===== config.mk =====
export PLATFORM = sky130hd
export DESIGN_NAME = sdspi_blockrd
export DESIGN_NICKNAME = d
export VERILOG_FILES = /design/src/rtl/sdspi_pkg.sv /design/src/rtl/sdspi_crc16.sv /design/src/rtl/sdspi_blockrd.sv
export SDC_FILE = /design/constraint.sdc
export NUM_CORES = 1
export LEC_CHECK = 0
export CORE_MARGIN = 2
export CORE_UTILIZATION = 55
export DETAILED_ROUTE_END_ITERATION = 8
export PLACE_DENSITY = 0.77
export SLEW_MARGIN = 20
export SYNTH_ARGS = -nofsm -noshare
export SYNTH_HDL_FRONTEND = slang
export SYNTH_SLANG_ARGS = --single-unit

===== constraint.sdc =====
create_clock -name clk -period 7.45 [get_ports clk]
set_input_delay 1.49 -clock clk [delete_from_list [all_inputs] [get_ports clk]]
set_output_delay 1.49 -clock clk [all_outputs]
set_load 0.01 [all_outputs]

===== src/rtl/sdspi_pkg.sv =====
// Shared types and helpers for the sdspi block engines.
// Latency: n/a (declarations only).
// Backpressure: n/a.
// Contents: FSM state encoding, err status codes, SD token constants, and the CRC16-CCITT byte step.
package sdspi_pkg;

  typedef enum logic [2:0] {
    ST_IDLE = 3'd0,
    ST_HUNT = 3'd1,
    ST_DATA = 3'd2,
    ST_CRC1 = 3'd3,
    ST_CRC2 = 3'd4,
    ST_DONE = 3'd5
  } state_t;

  localparam logic [1:0] ERR_OK      = 2'd0;
  localparam logic [1:0] ERR_CRC     = 2'd1;
  localparam logic [1:0] ERR_TIMEOUT = 2'd2;
  localparam logic [1:0] ERR_TOKEN   = 2'd3;

  localparam logic [7:0]  START_TOKEN = 8'hFE;
  localparam logic [7:0]  IDLE_BYTE   = 8'hFF;
  localparam logic [15:0] CRC16_POLY  = 16'h1021;

  // One byte of CRC16-CCITT, MSB first, no reflection, no final XOR.
  function automatic logic [15:0] crc16_ccitt_byte(input logic [15:0] crc, input logic [7:0] data);
    logic [15:0] c;
    c = crc;
    for (int i = 7; i >= 0; i--) begin
      if (c[15] ^ data[i]) c = {c[14:0], 1'b0} ^ CRC16_POLY;
      else                 c = {c[14:0], 1'b0};
    end
    return c;
  endfunction

endpackage


===== src/rtl/sdspi_crc16.sv =====
// CRC16-CCITT accumulator, one byte per enabled cycle; clear has priority over enable.
// Latency: crc reflects a byte on the cycle after en.
// Backpressure: none; caller gates en.
// Ports: clk, reset_n, clr (reset to 0x0000), en (fold din), din[7:0], crc[15:0].
module sdspi_crc16
  import sdspi_pkg::*;
(
  input  logic        clk,
  input  logic        reset_n,
  input  logic        clr,
  input  logic        en,
  input  logic [7:0]  din,
  output logic [15:0] crc
);

  always_ff @(posedge clk or negedge reset_n) begin
    if (!reset_n)  crc <= 16'h0000;
    else if (clr)  crc <= 16'h0000;
    else if (en)   crc <= crc16_ccitt_byte(crc, din);
  end

endmodule


===== src/rtl/sdspi_blockrd.sv =====
// SD sector-read engine: hunts the start token, packs the block into 32-bit words, checks CRC16.
// Latency: mem_we one cycle after the 4th byte of a word is popped; done one cycle after the last CRC byte.
// Backpressure: pops only on rx_avail (max 1 byte / 2 cycles); dummy pushes only on tx_ready, limited to MAX_AHEAD in flight.
// Ports: start/abort/base_addr in, busy/done/err out (CPU side); rx_data/rx_avail/rx_read (sdspi RX FIFO);
//        tx_data/tx_write/tx_ready (sdspi TX FIFO); mem_addr/mem_wdata/mem_we (buffer RAM).
module sdspi_blockrd
  import sdspi_pkg::*;
#(
  parameter int ADDR_W        = 16,
  parameter int BLOCK_BYTES   = 512,
  parameter int TIMEOUT_BYTES = 4096,
  parameter int MAX_AHEAD     = 4
) (
  input  logic              clk,
  input  logic              reset_n,
  input  logic              start,
  input  logic              abort,
  input  logic [ADDR_W-1:0] base_addr,
  output logic              busy,
  output logic              done,
  output logic [1:0]        err,
  input  logic [7:0]        rx_data,
  input  logic              rx_avail,
  output logic              rx_read,
  output logic [7:0]        tx_data,
  output logic              tx_write,
  input  logic              tx_ready,
  output logic [ADDR_W-1:0] mem_addr,
  output logic [31:0]       mem_wdata,
  output logic              mem_we
);

  // Byte counter must also hold "bytes still needed" including the two CRC bytes.
  localparam int BC_W = $clog2(BLOCK_BYTES + 3);
  localparam int HC_W = $clog2(TIMEOUT_BYTES + 1);
  localparam int OC_W = $clog2(MAX_AHEAD + 1);

  state_t            state_q, state_d;
  logic [ADDR_W-1:0] base_q;
  logic [BC_W-1:0]   byte_cnt_q;
  logic [HC_W-1:0]   hunt_cnt_q;
  logic [OC_W-1:0]   outst_q;
  logic              settle_q;
  logic [23:0]       shift_q;
  logic [7:0]        crc_hi_q;
  logic [15:0]       crc_val;

  logic              active, pop, push, start_ok, abort_ok;
  logic              hunt_last, byte_last;
  logic [BC_W-1:0]   need;

  assign active    = state_q inside {ST_HUNT, ST_DATA, ST_CRC1, ST_CRC2};
  assign abort_ok  = abort && (state_q != ST_IDLE);
  assign start_ok  = start && !abort && (state_q == ST_IDLE);
  // The settle cycle after each pop lets the sdspi FIFO tail catch up before rx_avail is trusted again.
  assign pop       = active && !abort && rx_avail && !settle_q;
  assign hunt_last = (hunt_cnt_q == HC_W'(TIMEOUT_BYTES - 1));
  assign byte_last = (byte_cnt_q == BC_W'(BLOCK_BYTES - 1));

  // Bytes still to be received through CRC2; in HUNT the token position is unknown, so no cap beyond MAX_AHEAD.
  always_comb begin
    need = '0;
    case (state_q)
      ST_DATA: need = BC_W'(BLOCK_BYTES + 2) - byte_cnt_q;
      ST_CRC1: need = BC_W'(2);
      ST_CRC2: need = BC_W'(1);
      default: need = '0;
    endcase
  end

  assign push = active && !abort && tx_ready && (outst_q < OC_W'(MAX_AHEAD)) &&
                ((state_q == ST_HUNT) || (BC_W'(outst_q) < need));

  // FSM: state register
  always_ff @(posedge clk or negedge reset_n) begin
    if (!reset_n) state_q <= ST_IDLE;
    else          state_q <= state_d;
  end

  // FSM: next state
  always_comb begin
    state_d = state_q;
    case (state_q)
      ST_IDLE: if (start_ok) state_d = ST_HUNT;
      ST_HUNT: if (pop) begin
        if (rx_data == IDLE_BYTE) begin
          if (hunt_last) state_d = ST_DONE;
        end else if (rx_data == START_TOKEN) begin
          state_d = ST_DATA;
        end else begin
          state_d = ST_DONE;
        end
      end
      ST_DATA: if (pop && byte_last) state_d = ST_CRC1;
      ST_CRC1: if (pop) state_d = ST_CRC2;
      ST_CRC2: if (pop) state_d = ST_DONE;
      ST_DONE: state_d = ST_IDLE;
      default: state_d = ST_IDLE;
    endcase
    if (abort_ok) state_d = ST_IDLE;
  end

  // FSM: outputs
  always_comb begin
    busy     = 1'b0;
    done     = 1'b0;
    rx_read  = 1'b0;
    tx_write = 1'b0;
    if (state_q != ST_IDLE) busy = 1'b1;
    if (state_q == ST_DONE) done = 1'b1;
    rx_read  = pop;
    tx_write = push;
  end

  assign tx_data = IDLE_BYTE;

  // Datapath: counters, word packing, status.
  always_ff @(posedge clk or negedge reset_n) begin
    if (!reset_n) begin
      base_q     <= '0;
      byte_cnt_q <= '0;
      hunt_cnt_q <= '0;
      outst_q    <= '0;
      settle_q   <= 1'b0;
      shift_q    <= '0;
      crc_hi_q   <= '0;
      err        <= ERR_OK;
      mem_addr   <= '0;
      mem_wdata  <= '0;
      mem_we     <= 1'b0;
    end else begin
      mem_we <= 1'b0;
      if (abort_ok) begin
        outst_q  <= '0;
        settle_q <= 1'b0;
      end else begin
        settle_q <= pop;
        if (push && !pop)      outst_q <= outst_q + OC_W'(1);
        else if (pop && !push) outst_q <= outst_q - OC_W'(1);

        if (start_ok) begin
          base_q     <= base_addr;
          err        <= ERR_OK;
          byte_cnt_q <= '0;
          hunt_cnt_q <= '0;
          outst_q    <= '0;
        end

        if (pop) begin
          case (state_q)
            ST_HUNT: begin
              if (rx_data == IDLE_BYTE) begin
                hunt_cnt_q <= hunt_cnt_q + HC_W'(1);
                if (hunt_last) err <= ERR_TIMEOUT;
              end else if (rx_data != START_TOKEN) begin
                err <= ERR_TOKEN;
              end
            end
            ST_DATA: begin
              shift_q    <= {shift_q[15:0], rx_data};
              byte_cnt_q <= byte_cnt_q + BC_W'(1);
              // First byte of a group lands in [31:24]; address wraps naturally at 2^ADDR_W.
              if (byte_cnt_q[1:0] == 2'b11) begin
                mem_wdata <= {shift_q, rx_data};
                mem_addr  <= base_q + ADDR_W'(byte_cnt_q >> 2);
                mem_we    <= 1'b1;
              end
            end
            ST_CRC1: crc_hi_q <= rx_data;
            ST_CRC2: if ({crc_hi_q, rx_data} != crc_val) err <= ERR_CRC;
            default: ;
          endcase
        end
      end
    end
  end

  sdspi_crc16 u_crc (
    .clk     (clk),
    .reset_n (reset_n),
    .clr     (start_ok),
    .en      (pop && (state_q == ST_DATA)),
    .din     (rx_data),
    .crc     (crc_val)
  );

endmodule


# Word level (Yosys, flattened, before mapping)
# Cells that the tools add are included.
[op_classes] bitwise=17 order_cmp=2 add_sub_neg=6 mux=60 reduce_logical=28 eq_ne=18
[op_table] op="two-way mux 16 bit" n=16
[op_table] op="two-way mux 13 bit" n=12
[op_table] op="two-way mux 3 bit" n=13
[op_table] op="two-way mux 10 bit" n=3
[op_table] op="one-hot mux 10 bit (3 select lines)" n=1
[op_table] op="inverter 3 bit" n=8
[op_table] op="adder 16 x 8 -> 16 bit" n=1
[op_table] op="equality test 8 bit, second input constant" n=2
[op_table] op="!= test 16 bit" n=1
[op_table] op="!= test 3 bit, second input constant" n=5
[op_table] op="one-hot mux 3 bit (5 select lines)" n=1
[op_table] op="adder 13 x 1 -> 13 bit, second input constant" n=1
[op_table] op="equality test 13 x 12 -> 1 bit, second input constant" n=1
[op_table] op="logical AND 1 bit" n=13
[op_table] op="two-way mux 2 bit" n=6
[op_table] op="adder 10 x 1 -> 10 bit, second input constant" n=1
[op_table] op="equality test 10 x 9 -> 1 bit, second input constant" n=1
[op_table] op="less-than comparator 3 x 10 -> 1 bit" n=1
[op_table] op="subtractor 10 bit, first input constant" n=1
[op_table] op="!= test 8 bit, second input constant" n=1
[op_table] op="nonzero test 4 bit" n=2
[op_table] op="bitwise XOR 1 bit" n=8
[op_table] op="two-way mux 1 bit" n=7
[op_table] op="equality test 3 x 2 -> 1 bit, second input constant" n=2
[op_table] op="18 further kinds" n=23
[totals] word_cells=144 regBits=145 output_inout_bits=63

# Depth between registers and ports, before layout
[logic_depth] ltp_word=36 depth_mapped=13

# By module
# Synthesis repeated with hierarchy kept, for this count alone.
[unflattened] hier_cells=756 area_unflattened_um2=7215.7
[by_module_without_submodules] module="sdspi_blockrd" cells_each=677 area_per_inst_um2=6172.2 n_inst=1
[by_module_without_submodules] module="sdspi_crc16" cells_each=79 area_per_inst_um2=1043.5 n_inst=1

# Least setup slack after synthesis
# No wires, ideal clock.
[synth_timing] kind="input to output" startpoint="in abort" endpoint="out tx_write" arrival_time_ps=2101 slack_ps=3859 path_stages=4 cell_sequence="buf_1 nor2_1 nand2_1 a21oi_1"
[synth_between] elab_chain_cells=5
[synth_lines] element="from (decl)" line_no="sdspi_blockrd.sv:17" rtl="input logic abort,"
[synth_lines] element="logical NOT 1 bit" line_no="sdspi_blockrd.sv:71" rtl="assign push = active && !abort && tx_ready && (outst_q < OC_W'(MAX_AHEAD)) &&"
[synth_lines] element="logical AND 1 bit (4 in series)" line_no="sdspi_blockrd.sv:71"
[synth_lines] element="to (decl)" line_no="sdspi_blockrd.sv:26" rtl="output logic tx_write,"
# Every way passes these cells.

# Worst setup path after layout
[layout_timing] startpoint="in abort" endpoint="out rx_read"
[layout_between] elab_chain_cells=4
[layout_lines] element="logical NOT 1 bit" line_no="sdspi_blockrd.sv:56" rtl="assign pop = active && !abort && rx_avail && !settle_q;"
[layout_lines] element="logical AND 1 bit (3 in series)" line_no="sdspi_blockrd.sv:56"
[layout_lines] element="to (decl)" line_no="sdspi_blockrd.sv:24" rtl="output logic rx_read,"
# Every way passes these cells.

==> run_results.csv <==
group,metric,value,unit
yosys,yosysWarnings,0,
placed_design,dp_hpwl,10300,um
yosys,async_reset_ff_share,100,%
global_route,antenna_found_initial,0,
route,ant_nets,0,
floorplan,core-area,12600,um2
worst_setup_path,slowest_delay,650,ps
route,drt-initial-drc-count,351,
placed_design,dpl_worst_slack,2440,ps
min_path,min_path_cells,2,
power_and_ir_drop,clkPwrFrac,41.2,%
timing,slew_headroom,27.8,%
yosys,synth_cells,775,
timing,rsz0062_at_grt,"false",
route,drt_pass1_iterations,5,
placed_design,portBuffers,84,
worst_setup_path,critPathKind,"in -> out",
timing,fin_crit,5050,ps
cells_and_area,fin_nets,896,
route,vias_per_cell,5.46,
clocking,tritoncts,"yes",
power_and_ir_drop,p_seq_share,45.6,%
worst_setup_path,critPathLaunchType,"input port",
clocking,numCtsBuffers,17,
yosys,synth_top_area_share,51.5,%
worst_setup_path,crit_arrival,3560,ps
flow_run,drv_cap,0,
timing,hold_violations,0,
timing,tightest_slew,1080,ps
cells_and_area,seqCellArea,3630,um2
yosys,ys.flop_type,"dfrtp_1",
clocking,cts-hold-fix-buffers,0,
route,drc_errors,0,
yosys,yosysSeqAreaShare,51.5,%
route,wl_per_cell,15.0,um
min_path,holdCritPathClass,"reg -> reg",
floorplan,die-area,13700,um2
placed_design,routabilityCongestion,0.855,
yosys,synth_area,7050,um2
worst_setup_path,cp.required,5960,ps
power_and_ir_drop,intPower,1.42,mW
global_route,grt_max_degree,74,
clocking,htreeDepth,4,
power_and_ir_drop,power_density,225,nW/um2
timing,setup_tns,0,ps
floorplan,die_h,117,um
global_route,grt_pass1_wl,25800,um
timing,finalCritPeriodShare,67.7,%
power_and_ir_drop,switchingPower,496,uW
floorplan,rows,41,
worst_setup_path,worstRegToRegCells,11,
power_and_ir_drop,peakVddDrop,159,uV
global_route,grt_pass1_vias,5380,
timing,fmax,0.198,GHz
route,drt-total-wl,15500,um
timing,setup_viol,0,
worst_setup_path,reg2reg_from,"state_q[1]$_DFFE_PN0P_",
clocking,insertion_delay,420,ps
worst_setup_path,endpoint_kind,"output pin",
clocking,cts_sinks,145,
cells_and_area,syn_to_final_growth,20.5,%
yosys,synth_edf_count,0,
worst_setup_path,crit_chain,"clkdlybuf4s50_1 > nor3b_2 > nand3_1 > inv_1 > clkdlybuf4s50_1",
timing,finalWorstSetupSlack,2400,ps
global_route,track_usage,24.0,%
worst_setup_path,slowest_stage,"clkdlybuf4s50_1",
clocking,path_clk_slew,50,ps
worst_setup_path,r2r_slack,4160,ps
min_path,holdPathEnd,"mem_wdata[31]$_DFFE_PN0P_",
floorplan,initial_utilization,56.1,%
timing,maxSlewViolCount,0,
worst_setup_path,cp_max_fo,12,
power_and_ir_drop,swShare,25.9,%
yosys,avgSynthCellArea,9.10,um2
floorplan,die_w,117,um
cells_and_area,diodes,0,
cells_and_area,layout_commonest_cell,"nand2_1",
clocking,post-cts-setup-buffers,0,
yosys,yosys.area.top_type,"dfrtp_1",
cells_and_area,fillers,970,
cells_and_area,drive_gt1_share,6.50,%
timing,clock_skew,5.99,ps
worst_setup_path,r2r-end,"outst_q[2]$_DFFE_PN0P_",
min_path,min_from,"mem_wdata[31]$_DFFE_PN0P_",
cells_and_area,multiInputGateArea,3190,um2
power_and_ir_drop,leakage,4.09,nW
floorplan,io_pins,93,
clocking,root_buffer,"clkbuf_16",
clocking,clockBufferDepth,2,
worst_setup_path,cp_common_cell,"clkdlybuf4s50_1",
power_and_ir_drop,pwr-share-comb,13.2,%
yosys,synth_cell_types,56,
global_route,grt-ovfl-total,0,
route,vias,5647,
yosys,synth_seq_cells,145,
outcome,status,"finished clean",
cells_and_area,layout_common_cells,"nand2_1, dfrtp_1, clkdlybuf4s50_1",
cells_and_area,finish.utilization,67.6,%
clocking,cts_resized,0,
yosys,synthTopCellsByArea,"dfrtp_1, nand2_1, xnor2_1",
registers in the layout, summed over array words and instances, names as in the netlist:
register	cells
mem_addr	16
base_q	16
shift_q	24
hunt_cnt_q	13
settle_q	1
outst_q	3
crc_hi_q	8
state_q	3
byte_cnt_q	10
mem_wdata	32
err	2
u_crc.crc	16
mem_we	1
cell families (layout without fill, tap and decap cells):
group,count (synthesis),after routing,share of synthesized area [%]
XOR/XNOR,59,59,7.33
multiplexers,9,9,1.42
AO/OA/AOI/OAI,107,107,9.03
adder cells (fa/ha/maj),16,16,3.05
other,1,8,0.0532
AND/OR/NAND/NOR,389,389,23.9
buffers and inverters,49,129,3.73
flip-flops,145,145,51.5
critical path: cells and delay by family:
family        cells  cell delay [ps]
buf+inv           3             1350
simple gates      2              710
layer usage:
| metal | up-vias | global-route usage, % | routed length, um |
|---|---|---|---|
| met5 | - | 0 | 0 |
| met2 | 154 | 38.0 | 7530 |
| li1 | 2708 | - | - |
| met4 | 0 | 9.25 | 310 |
| met3 | 29 | 5.25 | 635 |
| met1 | 2756 | 32.6 | 7060 |
synthesized netlist by cell type, types with 9 or more instances:
cell type,n
xnor2_1,38
nand2_1,278
buf_2,15
clkbuf_1,10
nand3_1,20
and3_1,9
o21ai_0,54
nor2_1,30
a21oi_1,18
nand4_1,10
ha_1,14
dfrtp_1,145
xor2_1,21
stage by stage:
| step | instances | hold slack (ps) | area (um2) | total power, mW |
|---|---|---|---|---|
| floorplan | 782 | 439 | 7080 | 1.04 |
| global placement | 1003 | 455 | 7950 | 1.12 |
| detailed placement | 1003 | 459 | 7950 | 1.13 |
| CTS | 1034 | 474 | 8500 | 1.92 |
| global route | 1034 | 490 | 8500 | 1.99 |
| finish | 1034 | 471 | 8500 | 1.91 |
how the worst max path moves through the flow:
stage	from	endpoint	slack [ps]
floorplan	abort	tx_write	3860
global placement	abort	rx_read	2500
detailed placement	abort	rx_read	2440
CTS	abort	rx_read	2410
global route	abort	rx_read	2250
finish	abort	rx_read	2400
power groups by stage:
stage / clock network (mW) / logic, mW / registers (mW)
detailed placement: 0 / 0.248 / 0.884
finish: 0.789 / 0.253 / 0.872
global placement: 0 / 0.236 / 0.882
global route: 0.832 / 0.283 / 0.878
floorplan: 0 / 0.174 / 0.871
CTS: 0.798 / 0.253 / 0.871
area by class of cell:
type | count | area share [%]
multi-input cells | 588 | 37.5
inverters | 9 | 0.397
clock buffers | 26 | 6.23
flip-flops and latches | 145 | 42.7
well taps | 172 | 2.53
repair buffers | 89 | 10.3
clock inverters | 5 | 0.294
(Power assumes the default switching activity.)
